===== src/rtl/serial_sub_ctrl_pkg.sv =====
// Shared definitions for the bit-serial subtractor sequencer: FSM state
// encodings and the default operand width.
package serial_sub_ctrl_pkg;

  // Sequencer states; encodings are fixed so waveforms match the datapath docs.
  typedef enum logic [1:0] {
    ST_IDLE = 2'd0,
    ST_RUN  = 2'd1,
    ST_FIN  = 2'd2
  } state_e;

  // Default operand/result width.
  localparam int SUB_W = 8;

endpackage


===== src/rtl/serial_sub_ctrl_full_sub_bit.sv =====
// 1-bit full subtractor (d = x - y - bi, bo = borrow out), built from two
// half-subtractor cells plus an OR gate, using the same xor/and/not gate
// structure as the standalone half-subtractor cells.
module full_sub_bit (
  output logic d,
  output logic bo,
  input  logic x,
  input  logic y,
  input  logic bi
);

  logic hd1_s;   // first half-subtractor difference: x ^ y
  logic nx_s;    // ~x
  logic hb1_s;   // first half-subtractor borrow: ~x & y
  logic nhd1_s;  // ~(x ^ y)
  logic hb2_s;   // second half-subtractor borrow: ~(x ^ y) & bi

  // First half subtractor: x - y
  xor g_hd1  (hd1_s, x, y);
  not g_nx   (nx_s, x);
  and g_hb1  (hb1_s, nx_s, y);

  // Second half subtractor: (x ^ y) - bi
  xor g_d    (d, hd1_s, bi);
  not g_nhd1 (nhd1_s, hd1_s);
  and g_hb2  (hb2_s, nhd1_s, bi);

  // Either half stage borrowing produces the outgoing borrow
  or  g_bo   (bo, hb1_s, hb2_s);

endmodule


===== src/rtl/serial_sub_ctrl.sv =====
// Bit-serial W-bit subtractor sequencer: computes a-b one bit per clock,
// LSB first, through a single full_sub_bit cell with the borrow held in a
// flip-flop. start/done handshake; one result every W+2 cycles.
// Optional feature: define SUB_SIGNED_OVF_EN to add the signed-overflow
// output ovf. With it undefined the port and its logic are absent.
module serial_sub_ctrl
  import serial_sub_ctrl_pkg::*;
#(
  parameter int W     = SUB_W,
  parameter int CNT_W = 4
) (
  input  logic         clk,
  input  logic         rst,
  input  logic         start,
  input  logic [W-1:0] a,
  input  logic [W-1:0] b,
  output logic         busy,
  output logic         done,
  output logic [W-1:0] diff,
  output logic         borrow_out
`ifdef SUB_SIGNED_OVF_EN
  ,
  output logic         ovf
`endif
);

  localparam logic [CNT_W-1:0] LAST_BIT = CNT_W'(W - 1);
  localparam logic [CNT_W-1:0] CNT_ONE  = CNT_W'(1);

  state_e             state_r;
  logic [W-1:0]       sa_r;    // minuend shift register
  logic [W-1:0]       sb_r;    // subtrahend shift register
  logic [W-1:0]       res_r;   // result shift register, filled from the MSB
  logic [CNT_W-1:0]   cnt_r;   // index of the bit being processed
  logic               bff_r;   // borrow carried between bit slices
  logic               d_s;
  logic               bo_s;
`ifdef SUB_SIGNED_OVF_EN
  logic               a_msb_r; // operand sign bits, captured at load
  logic               b_msb_r;
`endif

  full_sub_bit u_cell (
    .d  (d_s),
    .bo (bo_s),
    .x  (sa_r[0]),
    .y  (sb_r[0]),
    .bi (bff_r)
  );

  // Sequencer FSM with all datapath registers and registered outputs
  always_ff @(posedge clk) begin
    if (rst) begin
      state_r    <= ST_IDLE;
      sa_r       <= '0;
      sb_r       <= '0;
      res_r      <= '0;
      cnt_r      <= '0;
      bff_r      <= 1'b0;
      busy       <= 1'b0;
      done       <= 1'b0;
      diff       <= '0;
      borrow_out <= 1'b0;
`ifdef SUB_SIGNED_OVF_EN
      a_msb_r    <= 1'b0;
      b_msb_r    <= 1'b0;
      ovf        <= 1'b0;
`endif
    end else begin
      done <= 1'b0;
      case (state_r)
        ST_IDLE: begin
          if (start) begin
            sa_r    <= a;
            sb_r    <= b;
            bff_r   <= 1'b0;
            cnt_r   <= '0;
            busy    <= 1'b1;
            state_r <= ST_RUN;
`ifdef SUB_SIGNED_OVF_EN
            a_msb_r <= a[W-1];
            b_msb_r <= b[W-1];
`endif
          end else begin
            state_r <= ST_IDLE;
          end
        end
        ST_RUN: begin
          bff_r <= bo_s;
          sa_r  <= {1'b0, sa_r[W-1:1]};
          sb_r  <= {1'b0, sb_r[W-1:1]};
          res_r <= {d_s, res_r[W-1:1]};
          cnt_r <= cnt_r + CNT_ONE;
          if (cnt_r == LAST_BIT) begin
            busy    <= 1'b0;
            state_r <= ST_FIN;
          end else begin
            state_r <= ST_RUN;
          end
        end
        ST_FIN: begin
          diff       <= res_r;
          borrow_out <= bff_r;
          done       <= 1'b1;
          state_r    <= ST_IDLE;
`ifdef SUB_SIGNED_OVF_EN
          ovf        <= (a_msb_r ^ b_msb_r) & (a_msb_r ^ res_r[W-1]);
`endif
        end
        default: begin
          busy    <= 1'b0;
          state_r <= ST_IDLE;
        end
      endcase
    end
  end

endmodule


===== config.mk =====
export PLATFORM = sky130hd
export DESIGN_NAME = serial_sub_ctrl
export DESIGN_NICKNAME = d
export VERILOG_FILES = /design/src/rtl/serial_sub_ctrl_pkg.sv /design/src/rtl/serial_sub_ctrl_full_sub_bit.sv /design/src/rtl/serial_sub_ctrl.sv
export SDC_FILE = /design/constraint.sdc
export NUM_CORES = 1
export LEC_CHECK = 0
export BUFFER_PORTS_ARGS = -buffer_cell sky130_fd_sc_hd__buf_2
export CAP_MARGIN = 25
export CORE_MARGIN = 5
export CORE_UTILIZATION = 50
export DETAILED_ROUTE_END_ITERATION = 8
export HOLD_SLACK_MARGIN = 0.12
export PLACE_DENSITY = 0.71
export SYNTH_ARGS = -nofsm -noshare
export SYNTH_HDL_FRONTEND = slang
export SYNTH_HIERARCHICAL = 1
export SYNTH_SLANG_ARGS = --single-unit
export TNS_END_PERCENT = 20

===== constraint.sdc =====
create_clock -name clk -period 1.05 [get_ports clk]
set_input_delay 0.105 -clock clk [delete_from_list [all_inputs] [get_ports clk]]
set_output_delay 0.105 -clock clk [all_outputs]
set_load 0.01 [all_outputs]

== Word level (Yosys, flattened, before mapping) ==
Cells that the tools add are included.
Word-level totals
  bits in registers: 42
  input port bits: 19
  output and inout port bits: 11
  word-level logic and storage cells: 43
Cells by class
  add/subtract/negate cells: 1
  eq/ne operators: 5
  multiplexer cells: 15
  bitwise gates (word level): 8
  reduce and logical (&&, ||, !) cells: 4
Operators by type and width (number)
  $pmux W8 S2: 2
  $mux W8: 2
  $pmux W4 S2: 1
  $mux W1: 5
  $add A4 B1 Y4 const B: 1
  $eq A4 B3 Y1 const B: 1
  $mux W4: 1
  $ne A2 B2 Y1 const B: 2
  $pmux W2 S2: 1
  $not A1 Y1: 3
  $pmux W1 S3: 1
  $reduce_and A3 Y1: 1
  $and A1 B1 Y1: 2
  $eq A2 B1 Y1 const B: 1
  $eq A2 B2 Y1 const B: 1
  $logic_not A2 Y1: 1
  $mux W2: 1
  $pmux W1 S2: 1
  $reduce_and A2 Y1: 1
  $reduce_bool A2 Y1: 1
  $xor A1 B1 Y1: 2
  $or A1 B1 Y1: 1

== Depth between registers and ports, before layout ==
  depth after elaboration: 5
  mapped depth: 5
  gate-level depth less buffers: 5

== Cells and area by module ==
The synthesis kept the hierarchy.
Modules (own cells, without submodules)
  serial_sub_ctrl: instances 1, cells each 200, area an instance 1818.0 um^2, seq. area each 840.8 um^2
  full_sub_bit: instances 1, cells each 4, area an instance 31.3 um^2, seq. area each 0.0 um^2

== Worst setup path after synthesis ==
No wires, ideal clock.
  path kind: reg-to-reg
  start point: reg state_r[0]
  end point: reg sa_r[1]
  library setup time: 0.145 ns
  arrival time: 0.981 ns
  required time: 0.905 ns
  slack: -0.076 ns
  stages on the path, launching flop included: 6
  path buffers: 2
  clock period less this slack: 1.126 ns
  cell sequence: dfxtp_1 > buf_4 > o21ba_2 > buf_6 > nor2_1 > a211oi_2
On the way
  cells in the longest elaborated chain, start to end: 3
  elaborated cells on any way between the ends: 6
  those cells by class: eq/ne: 2; mux: 1; reduce/logical: 3
Ends and longest elaborated chain
  start: declaration: RTL line serial_sub_ctrl.sv:30  | state_e state_r;
  start signal: assignment: RTL line serial_sub_ctrl.sv:54  | state_r <= ST_IDLE;
  start signal: assignment: RTL line serial_sub_ctrl.sv:79  | state_r <= ST_RUN;
  start signal: assignment: RTL line serial_sub_ctrl.sv:85  | state_r <= ST_IDLE;
  $eq A2 B1 Y1 or $logic_not A2 Y1 (tied branches): RTL line serial_sub_ctrl.sv:71  | case (state_r)
  $reduce_bool A2 Y1 (no line) or $ne A2 B2 Y1 (tied branches)
  $reduce_and A2 Y1 (no line)
  end signal: assignment: RTL line serial_sub_ctrl.sv:90  | sa_r <= {1'b0, sa_r[W-1:1]};
  end: declaration: RTL line serial_sub_ctrl.sv:31  | logic [W-1:0] sa_r;
Several ways; a longest one is shown, not always the timed one.
A chain may end at the register's enable or synchronous reset.

== Worst setup path in the final report ==
  start point: reg state_r[0]
  end point: reg sb_r[5]
On the way
  cells in the longest elaborated chain, start to end: 3
  elaborated cells on any way between the ends: 6
  those cells by class: eq/ne: 2; mux: 1; reduce/logical: 3
Ends and longest elaborated chain
  $eq A2 B1 Y1 or $logic_not A2 Y1 (tied branches): RTL line serial_sub_ctrl.sv:71
  $reduce_bool A2 Y1 (no line) or $ne A2 B2 Y1 (tied branches)
  $reduce_and A2 Y1 (no line)
  end signal: assignment: RTL line serial_sub_ctrl.sv:91  | sb_r <= {1'b0, sb_r[W-1:1]};
  end: declaration: RTL line serial_sub_ctrl.sv:32  | logic [W-1:0] sb_r;
Several ways; a longest one is shown, not always the timed one.

==> results.yml <==
final_layout:
  nNetsFinal: 282
  drive_gt1_share_pct: 45.0
  diodes: 0
  finalCoreUtilization_pct: 70.4
  synthToLayoutAreaGrowth_pct: 38.3
  layout.cells.most_common_list: "sky130_fd_sc_hd__nand2_1 (47), sky130_fd_sc_hd__dfxtp_1 (38), sky130_fd_sc_hd__buf_2 (29)"
  fill_cells: 288
  layoutNonFillerInstCount: 310
  layout_commonest_cell: "sky130_fd_sc_hd__nand2_1"
floorplan:
  placeableCoreArea_um2: 3630
  design.die.area_um2: 5010
  die_w_um: 70.8
  initial_utilization_pct: 50.9
  io_pins: 30
  die_height_um: 70.8
  std_cell_rows: 22
drt:
  drt_drc_violations_left: 0
  drt-wirelength-per-cell_um: 12.2
  vias_per_cell: 5.08
  drt_iter0_drc: 74
  route.antenna.remaining_nets: 0
  vias: 1574
  drt_first_pass_iters: 4
  routed_wirelength_um: 3790
timing:
  setup_viol: 34
  rsz_0062_raised_after_global_routing: "yes"
  final_max_slew_viol_count: 0
  layout_worst_path_cycle_share_pct: 111
  finalHoldViolCount: 0
  worstMarginPinSlew_ns: 0.333
  worst_slew_margin_rel_pct: 77.8
  clock_skew_ns: 0.0128
  fmax_ghz: 0.855
  final_period_minus_worst_setup_slack_ns: 1.17
  fin_ws_ns: -0.120
pwr:
  vdd_ir_drop_max_mv: 0.950
  pwr-share-clk_pct: 30.7
  combinationalPowerShare_pct: 17.1
  power_switching_share_pct: 26.5
  seq_power_share_pct: 52.2
  switching_power_uw: 873
  power_density_nw_per_um2: 1290
  power.static_leakage_nw: 1.01
  p_int_mw: 2.42
synth:
  synthesis.area_um2: 1850
  ys_types: 31
  synth_top_area_share_pct: 45.5
  yosysTopAreaCell: "sky130_fd_sc_hd__dfxtp_1"
  ys_warn_count: 6
  synth_area_leaders: "sky130_fd_sc_hd__dfxtp_1 (45%), sky130_fd_sc_hd__nand2_1 (10%), sky130_fd_sc_hd__a211oi_2 (9.5%), sky130_fd_sc_hd__a21oi_2 (6.2%), sky130_fd_sc_hd__a21oi_1 (5.1%)"
  postSynthRegisterBits: 42
  sequential_share_of_the_synthesized_area_pct: 45.5
  syn_area_per_cell_um2: 9.07
  synth_fp_nets: 225
  synthCells: 204
worst_hold_path:
  min-delay-start: "rst"
  whs_path_depth: 3
  hold_path.class: "in -> reg"
  min_delay_worst_endpoint: "state_r[0]"
worst_setup_path:
  timing.rr.start: "state_r[0]"
  critical_path_required_ns: 1.27
  setup.worst_path.end_class: "register"
  r2r_setup_slack_ns: -0.12
  crit_arrival_ns: 1.39
  timing.rr.end: "sb_r[5]"
  crit_path_start_kind: "register"
  cp_max_fo: 8
  worstSetupPathType: "reg -> reg"
  r2r.worst_path.cells: 4
grt:
  antenna_violations_before_repair: 0
  gr-total-overflow: 0
  gr-usage-all-layers_pct: 16.1
  number_of_global_route_vias_before_repair: 1486
  grt_pass1_wl_um: 6560
  grt_start_max_net_pins: 43
cts:
  clockBufferDepth: 2
  clk-insertion-delay-late_ns: 0.30
  num_cts_buffers: 5
  cts.root.buffer_cell: "sky130_fd_sc_hd__clkbuf_8"
  clock-sinks: 42
  post_cts_buffers: 0
  cts.reportedPaths.clkPinSlew_ns: 0.08
  tritoncts: "done"
  h-tree-depth: 2
placement:
  post-dp-hpwl_um: 2450
  gpl.final_weighted_congestion: 0.775
  placed_cells_incl_taps: 286
  port-buffer-count: 29
outcome:
  status: "finished, violations left"
  failing_checks: "negative setup slack"
run:
  timing.max_cap.violations: 0
power by group through the flow:
stage / logic [mW] / clock network (mW) / registers, mW
final: 0.562 / 1.01 / 1.72
after global routing: 0.615 / 1.10 / 1.73
after CTS: 0.541 / 1.04 / 1.72
after detailed placement: 0.487 / 0 / 1.76
after global placement: 0.482 / 0 / 1.75
after floorplan: 0.345 / 0 / 1.75
cells in the mapped netlist:
cell,n
sky130_fd_sc_hd__nand2_1,50
sky130_fd_sc_hd__dfxtp_1,42
sky130_fd_sc_hd__nor2_1,21
sky130_fd_sc_hd__a21oi_1,19
sky130_fd_sc_hd__a211oi_2,14
sky130_fd_sc_hd__a21oi_2,13
sky130_fd_sc_hd__a22oi_1,4
sky130_fd_sc_hd__buf_6,4
sky130_fd_sc_hd__clkbuf_1,4
sky130_fd_sc_hd__buf_4,3
sky130_fd_sc_hd__inv_1,3
sky130_fd_sc_hd__nor3b_1,3
sky130_fd_sc_hd__a211oi_1,2
sky130_fd_sc_hd__buf_2,2
sky130_fd_sc_hd__buf_8,2
sky130_fd_sc_hd__nand3_1,2
sky130_fd_sc_hd__nor2b_1,2
sky130_fd_sc_hd__a31oi_1,1
sky130_fd_sc_hd__and3b_1,1
sky130_fd_sc_hd__buf_1,1
sky130_fd_sc_hd__fa_1,1
sky130_fd_sc_hd__ha_1,1
sky130_fd_sc_hd__nand2b_4,1
sky130_fd_sc_hd__nor2b_2,1
sky130_fd_sc_hd__nor3_1,1
sky130_fd_sc_hd__o21a_1,1
sky130_fd_sc_hd__o21ai_0,1
sky130_fd_sc_hd__o21ba_2,1
sky130_fd_sc_hd__o21bai_4,1
sky130_fd_sc_hd__or2b_1,1
sky130_fd_sc_hd__or3_1,1
timing repair:
| item | in CTS | in global routing |
|---|---|---|
| gates resized for setup | 4 | 20 |
| gates cloned | 0 | 0 |
| hold buffers | 16 | 0 |
| hold endpoints to repair | 16 | 0 |
| pin swaps | 24 | 7 |
| endpoints found under the setup margin | 38 | 41 |
layout make-up:
cell class                      instances  area [µm²]  share of cell area (%)
Clock buffer                            6        72.6                    2.84
Inverter                                3        11.3                   0.440
Timing Repair Buffer                   66         549                    21.5
Tap cell                               48        60.1                    2.35
Clock inverter                          2        13.8                   0.538
Multi-Input combinational cell        143        1000                    39.1
Sequential cell                        42         851                    33.3
flip-flops by register name (all words and copies together) (netlist names):
register	cells
state_r	2
res_r	8
done	1
sa_r	8
sb_r	8
cnt_r	4
busy	1
borrow_out	1
bff_r	1
diff	8
stage by stage:
step / hold slack (ns) / area [µm²] / setup WS (ns) / power, mW / setup TNS (ns)
finish: 0.236 / 2560 / -0.120 / 3.30 / -2.20
global placement: 0.350 / 2220 / -0.130 / 2.24 / -2.47
CTS: 0.224 / 2480 / -0.106 / 3.30 / -2.50
global route: 0.251 / 2560 / -0.201 / 3.45 / -5.00
floorplan: 0.238 / 1920 / -0.0213 / 2.09 / -0.120
detailed placement: 0.354 / 2220 / -0.176 / 2.24 / -3.29
how the worst max path moves through the flow:
stage,from,end,cells after the start,slack [ns]
2_1_floorplan,sb_r[0],res_r[7],4,-0.02
3_3_place_gp,state_r[0],sb_r[2],4,-0.13
3_5_place_dp,state_r[0],sb_r[1],4,-0.18
4_1_cts,state_r[0],res_r[4],4,-0.11
5_1_grt,state_r[0],sb_r[5],4,-0.20
6_report,state_r[0],sb_r[5],4,-0.12
routing by layer:
| layer | part of all wire (%) | GRT usage, % |
|---|---|---|
| met1 | 47 | 20.5 |
| met2 | 48 | 25.8 |
| met3 | 4.1 | 5.11 |
| met4 | 1.5 | 5.64 |
| met5 | 0 | 0 |
cells by family (layout without fill, tap and decap cells):
kind of cell | Yosys count | after routing | synth area share, %
simple gates | 84 | 84 | 19.6
compound gates | 57 | 57 | 25.8
flops | 42 | 42 | 45.5
buf+inv | 19 | 77 | 7.44
fa+ha+maj | 2 | 2 | 1.76
worst max-delay path, stage by stage, from the launching register on:
cell                       delay (ns)
sky130_fd_sc_hd__dfxtp_4         0.42
sky130_fd_sc_hd__nor2b_4         0.28
sky130_fd_sc_hd__buf_12          0.17
sky130_fd_sc_hd__a21oi_2         0.06
sky130_fd_sc_hd__a211oi_2        0.16
Power figures use the tool's default switching activity.
